===== src/rtl/spi_master_tx.sv =====
// spi_master_tx: mode-0 SPI transmit master, 32-bit words, standard or quad output lanes.
module spi_master_tx (
  input  logic        HCLK,
  input  logic        HRESET,
  input  logic        clr,
  input  logic [7:0]  clk_div,
  input  logic        clk_div_valid,
  input  logic        en,
  input  logic [15:0] tx_len,
  input  logic        quad,
  input  logic [31:0] tx_data,
  input  logic        tx_valid,
  output logic        tx_ready,
  output logic        busy,
  output logic        tx_done,
  output logic        spi_clk,
  output logic        spi_sdo0,
  output logic        spi_sdo1,
  output logic        spi_sdo2,
  output logic        spi_sdo3
);
  typedef enum logic [1:0] {IDLE, LOAD, SHIFT} state_t;
  state_t state, state_nxt;
  logic [7:0]  div_reg, div_cnt;
  logic [15:0] bit_cnt, step, bit_nxt;
  logic [5:0]  word_cnt, word_nxt;
  logic [31:0] shift_reg;
  logic        quad_r, tick, fall;
  assign tick     = state == SHIFT && div_cnt >= div_reg;
  assign fall     = tick && spi_clk;
  assign step     = quad_r ? 16'd4 : 16'd1;
  assign bit_nxt  = bit_cnt > step ? bit_cnt - step : 16'd0;
  assign word_nxt = word_cnt - 6'd1;
  always_ff @(posedge HCLK or posedge HRESET)
    if (HRESET) state <= IDLE;
    else state <= state_nxt;
  always_comb begin
    state_nxt = clr ? IDLE :
                state == IDLE ? ((en && tx_len != 16'd0) ? LOAD : IDLE) :
                state == LOAD ? (tx_valid ? SHIFT : LOAD) :
                (fall && bit_nxt == 16'd0) ? IDLE :
                (fall && word_nxt == 6'd0) ? LOAD : SHIFT;
  end
  always_comb begin
    tx_ready = state == LOAD;
    busy     = state != IDLE;
    {spi_sdo3, spi_sdo2, spi_sdo1, spi_sdo0} = state != SHIFT ? 4'b0 :
                                               quad_r ? shift_reg[31:28] : {3'b0, shift_reg[31]};
  end
  always_ff @(posedge HCLK or posedge HRESET) begin
    if (HRESET) begin
      div_reg   <= '0;
      div_cnt   <= '0;
      bit_cnt   <= '0;
      word_cnt  <= '0;
      shift_reg <= '0;
      quad_r    <= 1'b0;
      spi_clk   <= 1'b0;
      tx_done   <= 1'b0;
    end else begin
      if (clk_div_valid) div_reg <= clk_div;
      tx_done <= 1'b0;
      if (clr) begin
        div_cnt   <= '0;
        bit_cnt   <= '0;
        word_cnt  <= '0;
        shift_reg <= '0;
        spi_clk   <= 1'b0;
      end else begin
        case (state)
          IDLE: begin
            div_cnt <= '0;
            spi_clk <= 1'b0;
            if (en && tx_len == 16'd0) tx_done <= 1'b1;
            if (en && tx_len != 16'd0) begin
              bit_cnt <= tx_len;
              quad_r  <= quad;
            end
          end
          LOAD: begin
            div_cnt <= '0;
            spi_clk <= 1'b0;
            if (tx_valid) begin
              shift_reg <= tx_data;
              word_cnt  <= quad_r ? 6'd8 : 6'd32;
            end
          end
          SHIFT: begin
            div_cnt <= tick ? 8'd0 : div_cnt + 8'd1;
            if (tick) spi_clk <= ~spi_clk;
            // data only moves on the falling edge; the slave samples on the rising one
            if (fall) begin
              bit_cnt  <= bit_nxt;
              word_cnt <= word_nxt;
              if (bit_nxt == 16'd0) tx_done <= 1'b1;
              else if (word_nxt != 6'd0) shift_reg <= quad_r ? shift_reg << 4 : shift_reg << 1;
            end
          end
          default: spi_clk <= 1'b0;
        endcase
      end
    end
  end
endmodule


===== config.mk =====
export PLATFORM = sky130hd
export DESIGN_NAME = spi_master_tx
export DESIGN_NICKNAME = d
export VERILOG_FILES = /design/src/rtl/spi_master_tx.sv
export SDC_FILE = /design/constraint.sdc
export NUM_CORES = 1
export LEC_CHECK = 0
export BUFFER_PORTS_ARGS = -buffer_cell sky130_fd_sc_hd__buf_2
export CAP_MARGIN = 20
export CORE_MARGIN = 4
export CORE_UTILIZATION = 55
export CTS_BUF_LIST = sky130_fd_sc_hd__clkbuf_4
export DETAILED_ROUTE_END_ITERATION = 16
export PLACE_DENSITY = 0.78
export RECOVER_POWER = 100
export SETUP_SLACK_MARGIN = 0.02
export SLEW_MARGIN = 20
export SYNTH_ARGS = -nofsm -noshare
export SYNTH_HDL_FRONTEND = slang
export SYNTH_SLANG_ARGS = --single-unit

===== constraint.sdc =====
create_clock -name HCLK -period 4.05 [get_ports HCLK]
set_input_delay 0.405 -clock HCLK [delete_from_list [all_inputs] [get_ports HCLK]]
set_output_delay 0.405 -clock HCLK [all_outputs]
set_load 0.02 [all_outputs]

After elaboration in Yosys (flattened, before gate mapping)
Index checks and enable logic that the tools add are counted.
{"block": "classes", "n_addsub": 3, "order_cmp": 2, "n_eq_ne": 9, "mux": 38, "bitwise": 2, "reduce_logical": 21}
{"op": "$mux 32", "count": 6}
{"op": "$mux 16", "count": 4}
{"op": "$pmux 32 s2", "count": 1}
{"op": "$logic_not 16->1", "count": 2}
{"op": "$pmux 16 s2", "count": 1}
{"op": "$mux 6", "count": 4}
{"op": "$gt 16x3->1", "count": 1}
{"op": "$mux 8", "count": 2}
{"op": "$pmux 8 s2", "count": 1}
{"op": "$reduce_bool 16->1", "count": 1}
{"op": "$sub 16x3->16", "count": 1}
{"op": "$mux 2", "count": 6}
{"op": "$ne 3x3->1 const B", "count": 4}
{"op": "$pmux 6 s2", "count": 1}
{"op": "$reduce_and 3->1", "count": 3}
{"op": "$reduce_bool 3->1", "count": 3}
{"op": "$add 8x1->8 const B", "count": 1}
{"op": "$ge 8x8->1", "count": 1}
{"op": "$mux 1", "count": 8}
{"op": "$mux 4", "count": 2}
{"op": "$logic_and 1x1->1", "count": 6}
{"op": "$logic_not 6->1", "count": 1}
{"op": "$ne 3x2->1 const B", "count": 2}
{"op": "$reduce_bool 6->1", "count": 1}
{"op": "other kinds (11)", "count": 12}
{"block": "totals", "reg_bits": 75, "inputBits": 63}

Depth between registers and ports, before layout
Gate-level depths: netlist (run 1).
{"block": "logic_depth", "word_depth": 9, "ltp_mapped": 15, "depth_no_buf": 10}

Worst setup path before layout (run 1)
Ideal clock, no wire load.
{"block": "synth_timing", "kind": "register to register", "from": "register quad_r", "to": "register shift_reg[19]", "arrival_time_ns": 3.552, "t_required_ns": 3.925, "setup_slack_ns": 0.373, "stages_incl_launch_ff": 14, "path_buffers": 3, "path_cell_list": "dfrtp_1 clkbuf_1 buf_1 inv_1 ha_1 ha_1 or4bb_1 o22ai_1 a22o_1 o2111ai_1 a2111o_1 a31oi_4 buf_6 mux2_2"}
{"block": "synth_between", "elab_chain_len": 6, "elab_cells_between_ends": 13, "classes_between": "1 x add/sub; 1 x order compare; 1 x eq/ne; 8 x mux; 2 x reduce/logical"}
{"element": "start: declaration", "line": "28", "source": "logic quad_r, tick, fall;"}
{"element": "start signal: assignment", "line": "77", "source": "quad_r <= quad;"}
{"element": "$mux 3 or $mux 32 (tied branches)", "line": "31, 96"}
{"element": "$sub 16x3->16, or another cell as far along", "line": "32", "source": "assign bit_nxt = bit_cnt > step ? bit_cnt - step : 16'd0;"}
{"element": "$mux 16 or $mux 32 (tied branches)", "line": "32, 95"}
{"element": "$logic_not 16->1 or $mux 32 (tied branches)", "line": "95, 92"}
{"element": "$ne 3x3->1 (no source line) or $pmux 32 s2 (tied branches)"}
{"element": "$reduce_and 5->1 (no source line) or $mux 32 (tied branches)"}
{"element": "end signal: assignment", "line": "84", "source": "shift_reg <= tx_data;"}
{"element": "end signal: assignment", "line": "96", "source": "else if (word_nxt != 6'd0) shift_reg <= quad_r ? shift_reg << 4 : shift_reg << 1;"}
{"element": "end: declaration", "line": "27", "source": "logic [31:0] shift_reg;"}
Parallel ways exist; a longest one is shown, timed or not. The select of a mux whose other input is x is not followed.
A chain may end at the register's enable or synchronous reset.

Worst setup path in the final report (run 1)
{"block": "layout_timing", "from": "register quad_r", "to": "register shift_reg[15]"}
Same word-level chain as after synthesis.

==> metrics.md, run 1 <==
| Metric | Value |
|---|---|
| Status | finished clean |
| RSZ-0062 raised after global routing | no |
| Total CTS buffers | 9 |
| Worst Path Arrival | 3.70 ns |
| Final GP Congestion | 0.908 |
| Top cells by count, synth | o21ai_0 (79), dfrtp_1 (75), nand2_1 (52) |
| WL/cell | 16.0 microns |
| Post-route clock period utilization | 83.9% |
| Worst slew margin | 19.3% |
| Main synth FF type | dfrtp_1 |
| Die Ht | 99.9 microns |
| Post-synth cell types | 56 |
| Crit-path cells | inv_1 > ha_1 > or3_1 > a21oi_1 > and3_1 > xnor2_1 > a2111o_1 > a31oi_4 > buf_4 > mux2_2 |
| PD cells | 341 nW/um^2 |
| Post-CTS Hold Fix Bufs | 0 |
| Setup CP Type | reg2reg |
| Met1 WL | 4.92 mm |
| Iter 0 DRT Violations | 173 |
| Antenna violations before repair | 0 |
| Core box area | 8220 sq um |
| Layout fillers | 710 |
| Hpwl dp | 7.97 mm |
| Inst Count DP | 667 |
| Critical Path End Type | register |
| Overall global routing resource usage | 22.4% |
| Largest register FFs | 32 |
| FFs w/ async S/R, synth | 100% |
| DR WL met2 | 5.44 mm |
| Met3 wire length | 466 microns |
| Diodes inserted | 0 |
| Area Growth Syn to Fin | 11.0% |
| Vias in the first global route | 4072 |
| Hold Path Class | in2reg |
| Max-slew violations | 0 |
| Post-Synthesis Cells | 515 |
| CP max stage cell | a2111o_1 |
| Hold path depth | 3 |
| Worst vdd ir | 0.221 mV |
| Clock slew at reported path FFs | 0.13 ns |
| Fraction of layout cells with a size suffix above 1 | 19.6% |
| # Post-CTS Setup Buffers | 0 |
| Root buffer cell | clkbuf_4 |
| Deepest level of the CTS H-tree | 3 |
| Setup TNS | 0 ns |
| #FFs+latches synth | 75 |
| Synth area leaders | dfrtp_1 (40%), o21ai_0 (8.5%), mux2i_1 (6.5%) |
| Seq/Total Area, Yosys | 40.4% |
| Initial core utilization | 56.5% |
| Via/cell ratio | 5.86 |
| Highest metal used | met4 |
| Final ANT Viol Nets | 0 |
| Reg2Reg Depth | 10 |
| Crit-path max FO | 32 |
| Final layout net count | 651 |
| First-pass GRT wire length | 18.3 mm |
| Fin cells | 683 |
| Number of synthesized flops with an enable pin | 0 |
| MaxCap Viol Count | 0 |
| FP Rows | 33 |
| Worst skew pair latency | 0.42 ns |
| Max Buffers Root-to-Sink | 2 |
| Syn avg cell area | 9.02 sq um |
| Leakage | 2.40 nW |
| Mapped Area | 4640 sq um |
| Syn nets | 592 |
| Worst path depth | 10 |
| Post-synth top area cell | dfrtp_1 |
| Total power | 1.76 mW |
| CP peak stage delay | 0.52 ns |
| Vias | 3999 |
| CP delay by family, top | compound AO/OA/AOI/OAI gates |
| WP data required | 4.35 ns |
| Post-Route Skew | 0.0131 ns |
| TritonCTS clock tree | done |
| Crit start category | register |
| Clock sink total | 75 |
| Die area | 9980 sq um |
| Die width | 99.9 microns |
| Largest net degree at the start of global routing | 51 |
| Drt total wl | 11.0 mm |
| Endpoints failing hold | 0 |
| Buf/Inv on CP | 2 |
| Most common cell in the synthesized netlist | o21ai_0 |
| Post-route cell area | 5160 sq um |
| Minimum clock period | 3.40 ns |
| Placed Area | 5040 sq um |
| Ports | 71 |
| Synth warnings | 0 |
| Endpoints failing setup | 0 |
| Worst-Margin Slew | 1.21 ns |
| DR DRC count | 0 |
| PortBufs | 70 |
| Fmax | 294 MHz |
| Post-cts sizing count | 0 |
| Congestion Overflow GR | 0 |
| Top-area cell type share of the netlist area | 40.4% |
| FF-to-FF setup slack | 0.65 ns |
| TritonRoute pass-1 iters | 4 |
| Core Util, Final | 62.8% |
## cells in the final DEF (no fill, tap or decap), types with 3 or more instances in the layout
cell | netlist | final
mux2i_1 | 30 | 30
o22ai_1 | 4 | 4
a21oi_1 | 25 | 25
and2_1 | 4 | 3
o21ai_0 | 79 | 79
a22o_1 | 3 | 3
dfrtp_1 | 75 | 75
nand3_1 | 6 | 6
buf_2 | 1 | 62
or3_1 | 3 | 4
mux2_1 | 6 | 6
a21boi_0 | 3 | 3
xor2_1 | 4 | 4
a22oi_1 | 8 | 8
and3_1 | 5 | 5
clkbuf_4 | 0 | 10
nor2b_1 | 6 | 6
ha_1 | 14 | 14
o31ai_1 | 3 | 3
nand2b_1 | 12 | 12
clkbuf_1 | 21 | 8
buf_4 | 0 | 4
nor2_1 | 42 | 41
nor3_1 | 8 | 8
nand2_1 | 52 | 52
a2111oi_0 | 4 | 4
mux2_2 | 24 | 24
xnor2_1 | 4 | 4
inv_1 | 22 | 22
nor4_1 | 7 | 7
## worst reg2reg max path: cells and delay by family, from the launching register on
family	cells	cell delay [ns]
AOI/OAI and AO/OA	3	1.09
and+or+nand+nor	2	0.67
xor gates and xnor gates	1	0.08
muxes	1	0.40
DFF	1	0.37
adders and majority gates	1	0.22
buffers and inverters	2	0.45
## power by group
part	internal, mW	total [mW]	leakage [nW]	switching (mW)
clock network	0.128	0.395	0.0601	0.267
registers	0.815	0.877	0.973	0.0621
logic	0.214	0.488	1.36	0.274
## metal layers
layer / global-route usage, % / up-vias
met3: 3.41 / 15
li1: - / 1964
met5: 0 / -
met2: 38.8 / 88
met1: 29.1 / 1932
met4: 6.51 / 0
## path summary, 6_finish.rpt
kind / start / endpoint
max in group asynchronous: HRESET / shift_reg[1]$_DFFE_PP0P_
hold reg to reg: div_cnt[7]$_DFFE_PP0P_ / div_cnt[7]$_DFFE_PP0P_
setup reg to reg: quad_r$_DFFE_PP0P_ / shift_reg[15]$_DFFE_PP0P_
min in group asynchronous: HRESET / div_reg[0]$_DFFE_PP0P_
setup / recovery: quad_r$_DFFE_PP0P_ / shift_reg[15]$_DFFE_PP0P_
hold / removal: clk_div[5] / div_reg[5]$_DFFE_PP0P_
## final cells by class
class                   count  area [sq um]  area share (%)
flip-flops and latches     75          1880            36.4
clock buffers              10          75.1            1.46
repair buffers             76           403            7.81
clock inverters             5          30.0           0.582
inverters                  22          82.6            1.60
multi-input cells         390          2560            49.6
well taps                 105           131            2.55
## cells by family (layout without fill, tap and decap cells)
logic type	Yosys count	count (layout)	share of synthesized area [%]
AOI/OAI and AO/OA	147	147	18.8
xor gates and xnor gates	8	8	1.51
adders and majority gates	14	14	3.77
and+or+nand+nor	161	161	17.2
DFF	75	75	40.4
muxes	60	60	13.7
buffers and inverters	50	113	4.55
## metrics by stage
stage | setup slack, ns | hold WS [ns]
global route | 0.416 | 0.196
CTS | 0.691 | 0.0316
floorplan | 0.373 | 0.449
global placement | 0.766 | 0.478
finish | 0.653 | 0.191
detailed placement | 0.739 | 0.485
(Power assumes the default switching activity.)
==> run 2, diff against run 1 <==
--- a/config.mk
+++ b/config.mk
@@ -8,10 +8,10 @@
 export BUFFER_PORTS_ARGS = -buffer_cell sky130_fd_sc_hd__buf_2
 export CAP_MARGIN = 20
 export CORE_MARGIN = 4
-export CORE_UTILIZATION = 55
+export CORE_UTILIZATION = 54
 export CTS_BUF_LIST = sky130_fd_sc_hd__clkbuf_4
 export DETAILED_ROUTE_END_ITERATION = 16
-export PLACE_DENSITY = 0.78
+export PLACE_DENSITY = 0.79
 export RECOVER_POWER = 100
 export SETUP_SLACK_MARGIN = 0.02
 export SLEW_MARGIN = 20
==> constraint.sdc (replaced) <==
create_clock -name HCLK -period 3 [get_ports HCLK]
set_input_delay 0.3 -clock HCLK [delete_from_list [all_inputs] [get_ports HCLK]]
set_output_delay 0.3 -clock HCLK [all_outputs]
set_load 0.02 [all_outputs]
==> run 2 against run 1 <==
Against the previous run: the run now ends with setup timing left; wire length grew 9.3%; critical path depth is the same; non-clock buffer count grew 22; register-to-register slack lost 0.66 ns; design area grew 6.1%; worst setup slack lost 0.66 ns; clock skew grew 0.0026 ns; sequential power grew 35%; largest power group unchanged.
==> metrics.md, run 2 (synthesis gave the netlist of run 1 again) <==
| Metric | Value |
|---|---|
| Hpwl dp | 8.80 mm |
| Via/cell ratio | 5.91 |
| Final WS setup | -0.00727 ns |
| Iter 0 DRT Violations | 150 |
| PortBufs | 70 |
| Crit-path cells | inv_6 > ha_4 > or3_4 > or2_4 > nor4b_2 > o21ai_0 > a2111o_1 > a31oi_4 > buf_12 > mux2_2 |
| Crit-path max FO | 18 |
| CP max stage cell | a2111o_1 |
| Fin cells | 706 |
| Setup CP Type | reg2reg |
| Endpoints failing setup | 2 |
| Final ANT Viol Nets | 0 |
| Minimum clock period | 3.01 ns |
| Setup crit start | quad_r$_DFFE_PP0P_ |
| TritonCTS clock tree | done |
| Final layout net count | 673 |
| PD cells | 490 nW/um^2 |
| RSZ-0062 raised after global routing | yes |
| CP delay by family, top | simple AND/OR/NAND/NOR gates |
| Drt total wl | 12.0 mm |
| Worst r2r src | quad_r$_DFFE_PP0P_ |
| WL/cell | 17.0 microns |
| Pint | 1.80 mW |
| Worst vdd ir | 0.256 mV |
| Worst slack at placement | -0.000209 ns |
| Comb pwr share | 28.9% |
| Reg power frac | 44.1% |
| Largest net degree at the start of global routing | 36 |
| Hold Path Class | in2reg |
| Post-route cell area | 5470 sq um |
| DR DRC count | 0 |
| Switching Power | 0.885 mW |
| CP peak stage delay | 0.47 ns |
| Total CTS buffers | 9 |
| Die Ht | 101 microns |
| Failing checks | setup timing |
| Core box area | 8300 sq um |
| Endpoints failing hold | 0 |
| Hold_sp | clk_div[6] |
| Leakage | 2.55 nW |
| Switching share of total power | 33.0% |
| Fraction of layout cells with a size suffix above 1 | 24.0% |
| Initial core utilization | 55.9% |
| Most common cell after layout, fill and taps aside | o21ai_0 |
| Setup TNS | -0.00787 ns |
| Fmax | 333 MHz |
| Worst-Margin Slew | 1.32 ns |
| Most frequent cells in the layout | o21ai_0 (79), dfrtp_1 (74), buf_2 (63) |
| Layout fillers | 676 |
| TritonRoute pass-1 iters | 5 |
| Inst Count DP | 687 |
| WP data required | 3.31 ns |
| Area Growth Syn to Fin | 17.9% |
| Vias in the first global route | 4155 |
| Ports | 71 |
| Largest register FFs | 32 |
| Post-Route Skew | 0.0157 ns |
| Deepest level of the CTS H-tree | 3 |
| MaxCap Viol Count | 0 |
| Placed Area | 5300 sq um |
| First-pass GRT wire length | 20.1 mm |
| Vias | 4175 |
| Clock slew at reported path FFs | 0.14 ns |
| Clock share of power | 26.9% |
| Critical Path End Type | register |
| Overall global routing resource usage | 24.7% |
| Worst Path Arrival | 3.32 ns |
| Final GP Congestion | 0.962 |
| Worst skew pair latency | 0.42 ns |
| Root buffer cell | clkbuf_4 |
| Max Buffers Root-to-Sink | 2 |
| Congestion Overflow GR | 0 |
| Antenna violations before repair | 0 |
| Crit start category | register |
| Post-route clock period utilization | 100% |
| Worst slew margin | 11.6% |
| Status | complete, but fails checks |
| Die area | 10100 sq um |
| Clock sink total | 75 |
| Buf/Inv on CP | 2 |
| Diodes inserted | 0 |
| Die width | 101 microns |
| FP Rows | 33 |
| Max-slew violations | 0 |
## run 2: changes by cell type in the layout (fill, tap and decap cells not counted), moves of 3 or more
cell and change:
ha_4 +3, buf_4 +14, ha_1 -3, mux2_1 -4, mux2_4 +10, buf_12 +3
mux2_2 -6
## run 2: worst register-to-register path, delay by kind of cell (launching register included)
kind	cells	cell delay, ns
multiplexers	1	0.35
AND/OR/NAND/NOR	3	0.86
AO/OA/AOI/OAI	3	0.85
buffers and inverters	2	0.25
flip-flops	1	0.43
adder cells (fa/ha/maj)	1	0.16
## run 2: per-stage QoR
step	util [%]	total power [mW]	hold WS (ns)
after detailed placement	63.8	1.96	0.464
after floorplan	-	1.73	0.366
after global placement	63.8	1.93	0.459
after global routing	65.9	2.83	0.0686
after CTS	65.9	2.68	0.0709
final	65.9	2.68	0.0732
## run 2: worst paths after layout
kind                                             end  slack [ns]  cells past startpoint
max                        shift_reg[21]$_DFFE_PP0P_      -0.007                     10
max reg2reg                shift_reg[21]$_DFFE_PP0P_      -0.007                     10
min reg2reg                   div_cnt[7]$_DFFE_PP0P_        0.51                      1
min in group asynchronous     div_reg[7]$_DFFE_PP0P_        0.78                      3
min                           div_reg[6]$_DFFE_PP0P_        0.07                      3
max in group asynchronous         quad_r$_DFFE_PP0P_        0.66                      4
## run 2: final cells by class
cell class	instances	area (sq um)	area share, %
multi-input cells	390	2640	48.3
flip-flops and latches	75	1880	34.3
repair buffers	98	573	10.5
well taps	105	131	2.40
clock inverters	7	91.3	1.67
inverters	22	87.6	1.60
clock buffers	9	67.6	1.23
## run 2: metal layers
metal	vias up	global-route usage, %	wire length [microns]
met2	138	39.7	5810
met5	-	0	0
met3	28	4.57	752
met1	1996	33.9	5150
met4	0	7.67	261
li1	2013	-	-
## run 2: power by group through the flow
stage          logic [mW]  clock network, mW  registers (mW)
2_1_floorplan       0.555                  0            1.17
3_3_place_gp        0.729                  0            1.20
3_5_place_dp        0.763                  0            1.20
4_1_cts             0.769              0.731            1.18
5_1_grt             0.854              0.776            1.20
6_report            0.776              0.723            1.18
## run 2: what timing repair did
item / in CTS / in global routing
pin swaps: 2 / 0
endpoints found under the setup margin: 24 / 28
hold buffers: 1 / 0
setup buffers: 0 / 2
cloned: 0 / 0
hold endpoints to repair: 5 / 0
gates resized for setup: 1 / 4
==> run 3, diff against run 2 <==
--- a/config.mk
+++ b/config.mk
@@ -13,7 +13,6 @@
 export DETAILED_ROUTE_END_ITERATION = 16
 export PLACE_DENSITY = 0.79
 export RECOVER_POWER = 100
-export SETUP_SLACK_MARGIN = 0.02
 export SLEW_MARGIN = 20
 export SYNTH_ARGS = -nofsm -noshare
 export SYNTH_HDL_FRONTEND = slang
==> run 3 against run 2 <==
Against the previous run: critical endpoint unchanged; critical path depth unchanged; global-route usage unchanged; via count unchanged; sequential cell count unchanged; combinational power about the same; hold slack unchanged; the run still ends with setup timing left; first-iteration DRC count unchanged.
==> metrics.md, run 3 (synthesis gave the netlist of run 1 again) <==
| Metric | Value |
|---|---|
| Ports | 71 |
| MaxCap Viol Count | 0 |
| Largest register FFs | 32 |
| Hold path depth | 3 |
| Core Util, Final | 65.9% |
| Diodes inserted | 0 |
| Post-route cell area | 5470 sq um |
| Core box area | 8300 sq um |
| Die width | 101 microns |
| Congestion Overflow GR | 0 |
| Iter 0 DRT Violations | 150 |
| TritonRoute pass-1 iters | 5 |
| Vias | 4175 |
| First-pass GRT wire length | 20.1 mm |
| FP Rows | 33 |
| Failing checks | setup timing |
| Max Buffers Root-to-Sink | 2 |
| Worst-Margin Slew | 1.32 ns |
| Status | complete, but fails checks |
| CP endpoint | shift_reg[21]$_DFFE_PP0P_ |
| Post-route clock period utilization | 100% |
| Root buffer cell | clkbuf_4 |
| PD cells | 490 nW/um^2 |
| DR DRC count | 0 |
| Hold_sp | clk_div[6] |
| Worst skew pair latency | 0.42 ns |
| Final layout net count | 673 |
| Hpwl dp | 8.80 mm |
| Vias in the first global route | 4155 |
| Hold Path Class | in2reg |
| R2r endpoint | shift_reg[21]$_DFFE_PP0P_ |
| Max-slew violations | 0 |
| Die Ht | 101 microns |
| DR WL met2 | 5.81 mm |
| Clock slew at reported path FFs | 0.14 ns |
| Most frequent cells in the layout | o21ai_0 (79), dfrtp_1 (74), buf_2 (63) |
| Highest metal used | met4 |
| Endpoints failing setup | 2 |
| Crit-path max FO | 18 |
| Post-Route Skew | 0.0157 ns |
| Final WS setup | -0.00727 ns |
| Most common cell after layout, fill and taps aside | o21ai_0 |
| Reg2Reg Depth | 10 |
| PortBufs | 70 |
| Setup CP Type | reg2reg |
| Worst slew margin | 11.6% |
| Deepest level of the CTS H-tree | 3 |
| Setup crit start | quad_r$_DFFE_PP0P_ |
| TritonCTS clock tree | done |
| Largest net degree at the start of global routing | 36 |
| Fmax | 333 MHz |
| Area Growth Syn to Fin | 17.9% |
| Worst r2r src | quad_r$_DFFE_PP0P_ |
| Crit start category | register |
| Initial core utilization | 55.9% |
| Endpoints failing hold | 0 |
| Final GP Congestion | 0.962 |
| FF-to-FF setup slack | -0.007 ns |
| Overall global routing resource usage | 24.7% |
| Met1 WL | 5.15 mm |
| Antenna violations before repair | 0 |
| Clock sink total | 75 |
| Critical Path End Type | register |
| WL/cell | 17.0 microns |
| Placed Area | 5300 sq um |
| Final ANT Viol Nets | 0 |
| Worst vdd ir | 0.256 mV |
| Minimum clock period | 3.01 ns |
| Die area | 10100 sq um |
| Total CTS buffers | 9 |
| WP data required | 3.31 ns |
| Total power | 2.68 mW |
| Drt total wl | 12.0 mm |
| Via/cell ratio | 5.91 |
| Fraction of layout cells with a size suffix above 1 | 24.0% |
| RSZ-0062 raised after global routing | yes |
| Worst Path Arrival | 3.32 ns |
| Met3 wire length | 752 microns |
| Leakage | 2.55 nW |
## run 3: area by class of cell
class / instances / area (sq um)
Clock inverter: 7 / 91.3
Multi-Input combinational cell: 390 / 2640
Inverter: 22 / 87.6
Timing Repair Buffer: 98 / 573
Clock buffer: 9 / 67.6
Tap cell: 105 / 131
Sequential cell: 75 / 1880
Fill cell: 676 / 2830
## run 3: how the worst min path moves through the flow
stage                                        end  slack (ns)
after floorplan               state[0]$_DFF_PP0_        0.37
after global placement    div_reg[4]$_DFFE_PP0P_        0.46
after detailed placement  div_reg[7]$_DFFE_PP0P_        0.46
after CTS                 div_reg[6]$_DFFE_PP0P_        0.07
after global routing      div_reg[6]$_DFFE_PP0P_        0.07
final                     div_reg[6]$_DFFE_PP0P_        0.07
## run 3: report_power, final
| group | internal, mW | switching [mW] | leakage (nW) |
|---|---|---|---|
| logic | 0.360 | 0.416 | 1.49 |
| clock network | 0.337 | 0.386 | 0.0877 |
| registers | 1.10 | 0.0833 | 0.972 |
## run 3: stage by stage
stage	setup TNS (ns)	std cells	worst slack (ns)	hold WS, ns
floorplan	-3.68	515	-0.147	0.366
global placement	0	687	0.0616	0.459
detailed placement	-0.000209	687	-0.000209	0.464
CTS	0	704	0.0124	0.0709
global route	-1.39	706	-0.0784	0.0686
finish	-0.00787	706	-0.00727	0.0732
## run 3: worst max-delay path, cell delays in order, from the launching register on
cell	delay (ns)
dfrtp_2	0.43
inv_6	0.05
ha_4	0.16
or3_4	0.36
or2_4	0.27
nor4b_2	0.23
o21ai_0	0.13
a2111o_1	0.47
a31oi_4	0.25
buf_12	0.20
mux2_2	0.35
## run 3: layer usage
layer / global-route usage [%] / up-vias
li1: - / 2013
met1: 33.9 / 1996
met2: 39.7 / 138
met3: 4.57 / 28
met4: 7.67 / 0
met5: 0 / -
## run 3: timing repair
item                                    CTS  global route
buffers inserted                          0             2
pin swaps                                 2             0
cloned                                    0             0
gates resized for setup                   1             4
hold buffers                              1             0
hold endpoints to repair                  5             0
endpoints found under the setup margin   22            28
